### config.mk
export PLATFORM = sky130hd
export DESIGN_NAME = slink_tx_blockgen_stripe
export DESIGN_NICKNAME = d
export VERILOG_FILES = /design/src/rtl/slink_tx_pkg.sv /design/src/rtl/slink_tx_os_pattern.sv /design/src/rtl/slink_tx_blockgen_stripe.sv
export SDC_FILE = /design/constraint.sdc
export NUM_CORES = 1
export LEC_CHECK = 0
export BUFFER_PORTS_ARGS = -buffer_cell sky130_fd_sc_hd__buf_2
export CAP_MARGIN = 30
export CORE_ASPECT_RATIO = 1.5
export CORE_MARGIN = 8
export CORE_UTILIZATION = 28
export DETAILED_ROUTE_END_ITERATION = 16
export GPL_TIMING_DRIVEN = 0
export PLACE_DENSITY_LB_ADDON = 0.05
export SLEW_MARGIN = 40
export SYNTH_ARGS = -nofsm -noshare
export SYNTH_HDL_FRONTEND = slang
export SYNTH_SLANG_ARGS = --single-unit
### constraint.sdc
create_clock -name clk -period 2 [get_ports clk]
set_input_delay 0.2 -clock clk [delete_from_list [all_inputs] [get_ports clk]]
set_output_delay 0.2 -clock clk [all_outputs]
set_load 0.05 [all_outputs]
### src/rtl/slink_tx_pkg.sv
// Shared types and constants for the TX block generator / lane striper.
package slink_tx_pkg;

  // Framing FSM states; the encoding is visible on the tx_state output.
  typedef enum logic [2:0] {
    ST_IDLE = 3'd0,
    ST_TS1  = 3'd1,
    ST_TS2  = 3'd2,
    ST_SDS  = 3'd3,
    ST_DATA = 3'd4
  } tx_state_e;

  // Sync headers.
  localparam logic [1:0] SH_DATA = 2'b10;
  localparam logic [1:0] SH_OS   = 2'b01;

  // Ordered-set identifiers (byte 0) and fill bytes (bytes 1..15).
  localparam logic [7:0] TS1_ID   = 8'h1E;
  localparam logic [7:0] TS1_FILL = 8'h4A;
  localparam logic [7:0] TS2_ID   = 8'h2D;
  localparam logic [7:0] TS2_FILL = 8'h45;
  localparam logic [7:0] SDS_ID   = 8'hE1;
  localparam logic [7:0] SDS_FILL = 8'h55;

  // State chosen for a train_req value. A data request goes through a single
  // SDS block first unless we are already in SDS or DATA.
  function automatic tx_state_e next_state(input tx_state_e cur, input logic [1:0] req);
    tx_state_e nxt;
    case (req)
      2'd0:    nxt = ST_IDLE;
      2'd1:    nxt = ST_TS1;
      2'd2:    nxt = ST_TS2;
      default: nxt = (cur == ST_SDS || cur == ST_DATA) ? ST_DATA : ST_SDS;
    endcase
    return nxt;
  endfunction

endpackage

### src/rtl/slink_tx_os_pattern.sv
// Combinational ordered-set beat generator: (state, beat) -> one lane beat.
// Produces zero for IDLE and DATA; shared by all lanes.
module slink_tx_os_pattern
  import slink_tx_pkg::*;
#(
  parameter int DATA_WIDTH = 8,
  parameter int BEATS      = 128 / DATA_WIDTH,
  parameter int BW         = $clog2(BEATS)
) (
  input  tx_state_e             state,
  input  logic [BW-1:0]         beat,
  output logic [DATA_WIDTH-1:0] os_beat
);

  localparam int BPB = DATA_WIDTH / 8;

  logic [7:0] id;
  logic [7:0] fill;

  // Byte 0 of the block (beat 0, low byte) carries the identifier, every
  // other byte carries the fill symbol.
  always_comb begin
    id      = 8'h00;
    fill    = 8'h00;
    os_beat = '0;
    case (state)
      ST_TS1: begin id = TS1_ID; fill = TS1_FILL; end
      ST_TS2: begin id = TS2_ID; fill = TS2_FILL; end
      ST_SDS: begin id = SDS_ID; fill = SDS_FILL; end
      default: begin id = 8'h00; fill = 8'h00; end
    endcase
    for (int j = 0; j < BPB; j++) begin
      os_beat[j*8 +: 8] = (beat == '0 && j == 0) ? id : fill;
    end
  end

endmodule

### src/rtl/slink_tx_blockgen_stripe.sv
// TX block generator and lane striper: emits lane-synchronous TS1/TS2/SDS
// ordered-set blocks and DATA blocks on all active lanes.
//
// Handshake: ll_tx_ready is a pure function of state (never of ll_tx_valid);
// a payload beat transfers on a rising edge where ll_tx_ready and
// ll_tx_valid are both high, and appears on tx_data_out after that edge.
module slink_tx_blockgen_stripe
  import slink_tx_pkg::*;
#(
  parameter int DATA_WIDTH = 8,
  parameter int NUM_LANES  = 4,
  parameter int BEATS      = 128 / DATA_WIDTH
) (
  input  logic                            clk,
  input  logic                            reset,
  input  logic                            enable,
  input  logic [2:0]                      active_lanes,
  input  logic [1:0]                      train_req,
  input  logic                            tx_stall,
  input  logic [NUM_LANES*DATA_WIDTH-1:0] ll_tx_data,
  input  logic                            ll_tx_valid,
  output logic                            ll_tx_ready,
  output logic [NUM_LANES*DATA_WIDTH-1:0] tx_data_out,
  output logic [NUM_LANES*2-1:0]          tx_syncheader,
  output logic [NUM_LANES-1:0]            tx_startblock,
  output logic [NUM_LANES-1:0]            tx_datavalid,
  output logic [2:0]                      tx_state,
  output logic [7:0]                      tx_os_count,
  output logic                            sds_sent
);

  localparam int              BW        = $clog2(BEATS);
  localparam int              LANE_LOG  = $clog2(NUM_LANES);
  localparam logic [BW-1:0]   LAST_BEAT = BW'(BEATS - 1);

  tx_state_e                       state;
  tx_state_e                       nxt;
  logic [BW-1:0]                   beat;
  logic                            is_last;
  logic                            data_exit;
  logic                            accept;
  logic [NUM_LANES-1:0]            lane_mask_q;
  logic [NUM_LANES-1:0]            new_mask;
  logic [NUM_LANES-1:0]            lane_mask;
  logic [DATA_WIDTH-1:0]           os_beat;
  logic [1:0]                      sh;
  logic [NUM_LANES*DATA_WIDTH-1:0] beat_data;
  logic [NUM_LANES*2-1:0]          beat_sh;
  logic [NUM_LANES-1:0]            beat_sb;
  logic [NUM_LANES-1:0]            beat_dv;

  slink_tx_os_pattern #(
    .DATA_WIDTH (DATA_WIDTH),
    .BEATS      (BEATS),
    .BW         (BW)
  ) u_os_pattern (
    .state   (state),
    .beat    (beat),
    .os_beat (os_beat)
  );

  assign nxt         = next_state(state, train_req);
  assign is_last     = (beat == LAST_BEAT);
  assign data_exit   = (state == ST_DATA) && is_last && (nxt != ST_DATA);
  assign ll_tx_ready = enable & (state == ST_DATA) & ~tx_stall & ~data_exit;
  assign accept      = ll_tx_ready & ll_tx_valid;
  assign tx_state    = state;

  // Build the beat every active lane would emit this cycle. The lane mask is
  // taken fresh on beat 0 and held from the latch for the rest of the block.
  always_comb begin
    new_mask  = '0;
    beat_data = '0;
    beat_sh   = '0;
    beat_sb   = '0;
    beat_dv   = '0;
    for (int i = 0; i < NUM_LANES; i++) begin
      new_mask[i] = (int'(active_lanes) >= LANE_LOG) || (i < (1 << active_lanes));
    end
    lane_mask = (beat == '0) ? new_mask : lane_mask_q;
    sh        = (state == ST_DATA) ? SH_DATA : SH_OS;
    for (int i = 0; i < NUM_LANES; i++) begin
      if (lane_mask[i]) begin
        if (state == ST_DATA) begin
          beat_data[i*DATA_WIDTH +: DATA_WIDTH] =
            accept ? ll_tx_data[i*DATA_WIDTH +: DATA_WIDTH] : '0;
        end else begin
          beat_data[i*DATA_WIDTH +: DATA_WIDTH] = os_beat;
        end
        beat_sh[i*2 +: 2] = sh;
        beat_sb[i]        = (beat == '0);
        beat_dv[i]        = 1'b1;
      end
    end
  end

  // Framing FSM, beat counter, OS counter and registered lane outputs.
  always_ff @(posedge clk) begin
    if (reset || !enable) begin
      state         <= ST_IDLE;
      beat          <= '0;
      tx_os_count   <= '0;
      lane_mask_q   <= '0;
      tx_data_out   <= '0;
      tx_syncheader <= '0;
      tx_startblock <= '0;
      tx_datavalid  <= '0;
      sds_sent      <= 1'b0;
    end else if (tx_stall) begin
      // Everything holds; only the valid/pulse outputs drop.
      tx_datavalid <= '0;
      sds_sent     <= 1'b0;
    end else if (state == ST_IDLE) begin
      state         <= nxt;
      beat          <= '0;
      tx_os_count   <= '0;
      tx_data_out   <= '0;
      tx_syncheader <= '0;
      tx_startblock <= '0;
      tx_datavalid  <= '0;
      sds_sent      <= 1'b0;
    end else begin
      tx_data_out   <= beat_data;
      tx_syncheader <= beat_sh;
      tx_startblock <= beat_sb;
      tx_datavalid  <= beat_dv;
      sds_sent      <= (state == ST_SDS) && is_last;
      if (beat == '0) begin
        lane_mask_q <= new_mask;
      end
      beat <= is_last ? '0 : beat + 1'b1;
      if (is_last) begin
        state <= nxt;
        if (nxt != state) begin
          tx_os_count <= '0;
        end else if (state != ST_DATA && tx_os_count != 8'hFF) begin
          tx_os_count <= tx_os_count + 8'd1;
        end
      end
    end
  end

endmodule
==> impl_metrics.yaml <==
timing:
  fin_worst_skew_ps: 3.84
  worstMarginPinSlew_ps: 612
  hold_viol: 0
  fmax_mhz: 518
  maxSlewHeadroom_pct: 59.2
  rsz0062_at_grt: "true"
  final-setup-viol-count: 0
  finalSetupTns_ps: 0
  worst_slack_ps: 71.4
  finalCriticalPeriod_ps: 1930
  fin_crit_sh_pct: 96.4
  drv_slew: 0
clock_network:
  cts-root-buf: "clkbuf_16"
  cts_sinks: 68
  cts_buffer_depth: 2
  cts.clk_slew.worst_paths_ps: 60
  cts_made_buffers: 9
  postCtsHoldBufs: 0
  cts_tree: "built"
  cts_htree_levels: 3
  clock_latency_ps: 330
global_routing:
  grt_pass1_wl_mm: 17.9
  overflow: 0
  grt_max_degree: 12
  antenna_found_initial: 0
  track_usage_pct: 15.9
  grt_pass1_vias: 3272
yosys:
  yosys-top-cells-area: "dfxtp_1 (44%), a32o_1 (11%), a21o_1 (7.4%)"
  syn_avg_cell_area_um2: 9.38
  synthDominantCellAreaShare_pct: 43.6
  syn-num-nets: 378
  syn_inst: 333
  ys_ff_latch: 68
  synthDistinctLibCells: 51
  synth_edf_count: 0
  synth-main-ff-cell: "dfxtp_1"
  yosysSeqAreaShare_pct: 43.6
  yosys_warnings: 0
  synth_top_cell_by_area: "dfxtp_1"
  synthArstFlopShare_pct: 0
  syn_area_um2: 3120
placement:
  placed_cells: 581
  place_ws_ps: -304
  globalplace.congestion: 0.790
  port_buffers: 101
  dp_hpwl_mm: 8.80
critical_path:
  path_delay_family: "simple AND/OR/NAND/NOR gates"
  start_kind: "flip-flop"
  max_stage_delay_ps: 420
  cp.required_ps: 1800
  critPathLaunch: "tx_state[2]$_SDFFE_PP0P_"
  crit_chain: "or3b_4, clkbuf_8, a211oi_4, buf_6"
  end_kind: "primary output"
  crit_cells: 4
  path_class: "flip-flop to primary output"
  r2r_cells: 6
  path_buf_inv: 2
  cp_max_fo: 10
  arrival_ps: 1730
  r2r_start: "beat[0]$_SDFFE_PP0N_"
  slowest_stage: "or3b_4"
drt:
  ant_nets: 0
  wire_per_inst_um: 19.1
  vias_per_cell: 5.17
  route.vias.total: 3093
  firstDrtPassIters: 4
  drc: 0
  routed_wl_mm: 11.4
  drt_iter0_drc: 177
layout:
  diodes: 0
  layout_commonest_cell: "buf_2"
  drive_above_1_share_pct: 34.8
  final_cell_mix: "buf_2 (106), dfxtp_1 (65), a32o_1 (34), a21o_1 (31), nor2_1 (22)"
  final_nets: 491
  fill_cells: 1181
  area_growth_pct: 36.3
  finalNonFillerCells: 598
outcome:
  status: "complete, no violations"
floorplan:
  dieArea_um2: 14900
  rows: 47
  core_um2: 10900
  die_x_um: 102
  start_util_pct: 28.6
  io_pins: 103
  dieHeight_um: 145
power:
  leakage_nw: 1.77
  vdd_ir_drop_max_uv: 399
  power_density_nw_per_um2: 740
flow_run:
  drv_cap: 0
worst_hold_path:
  whs_path_depth: 3
  min-delay-start: "ll_tx_data[9]"
  hold_path.class: "input port to flip-flop"
[sequential cells by signal, summed over array words and instances (netlist names)]
name,cells
tx_data_out,32
tx_os_count,8
tx_syncheader,8
beat,4
lane_mask_q,4
tx_datavalid,4
tx_startblock,4
tx_state,3
sds_sent,1
[cell usage after synthesis, drive strengths merged (3+ instances only)]
cell,instances
dfxtp,68
clkbuf,16
o211ai,3
a21oi,20
or3b,3
a21o,31
mux2i,3
o2111ai,4
nor3b,3
nor3,12
o21a,4
inv,5
a22o,3
or3,8
ha,3
a211oi,4
nand2,19
nand2b,5
nand3,10
nor2,26
buf,7
nand3b,3
a32o,34
a22oi,3
o21ai,6
nor2b,3
[through the flow]
stage | instance area (um^2) | utilization, % | total power [mW] | hold WS, ps
after floorplan | 3140 | - | 1.51 | 365
after global placement | 3830 | 35.0 | 1.61 | 440
after detailed placement | 3830 | 35.0 | 1.61 | 452
after CTS | 4170 | 38.2 | 3.19 | 193
after global routing | 4260 | 38.9 | 3.28 | 211
final | 4260 | 38.9 | 3.15 | 208
[layer usage]
metal | wire, um | vias up | global-route usage, %
met5 | 0 | - | 0
met2 | 6200 | 89 | 28.5
li1 | - | 1514 | -
met3 | 692 | 12 | 4.98
met4 | 149 | 0 | 5.31
met1 | 4400 | 1478 | 16.7
[tightest hold or removal path, stage by stage]
cell and delay (ps):
buf_2 70, a21o_1 90, a32o_1 140
[kinds of logic (layout without fill, tap and decap cells)]
kind of cell             Yosys count  in the layout  share of synthesized area, %
flip-flops                        68             68                          43.6
adder cells (fa/ha/maj)            3              3                          1.20
buffers and inverters             28            146                          3.64
AND/OR/NAND/NOR                  106            106                          18.4
AO/OA/AOI/OAI                    123            123                          31.6
XOR/XNOR                           1              1                         0.280
multiplexers                       4              4                          1.32
[report_power, final]
part	leakage [nW]	internal, mW	switching (mW)
clock network	0.144	0.960	0.596
logic	1.08	0.0764	0.152
registers	0.550	1.36	0.00599
[path summary, 6_finish.rpt]
| path | slack [ps] | end |
|---|---|---|
| hold / removal | 210 | tx_data_out[9]$_SDFFE_PP0N_ |
| hold reg to reg | 450 | tx_syncheader[4]$_SDFFE_PP0N_ |
| setup / recovery | 70 | ll_tx_ready |
| setup reg to reg | 110 | tx_data_out[6]$_SDFFE_PP0N_ |
[layout make-up]
type | count | area (um^2) | area share [%]
Clock buffer | 11 | 233 | 5.46
Timing Repair Buffer | 103 | 527 | 12.4
Multi-Input combinational cell | 237 | 1770 | 41.5
Tap cell | 147 | 184 | 4.32
Clock inverter | 5 | 51.3 | 1.20
Inverter | 5 | 18.8 | 0.441
Buffer | 22 | 113 | 2.64
Sequential cell | 68 | 1370 | 32.1
[repair_timing]
item,in CTS,in global routing
setup endpoints to repair,37,42
resized for setup,16,22
buffers inserted,0,2
pin swaps,1,2
(Power assumes the default switching activity.)
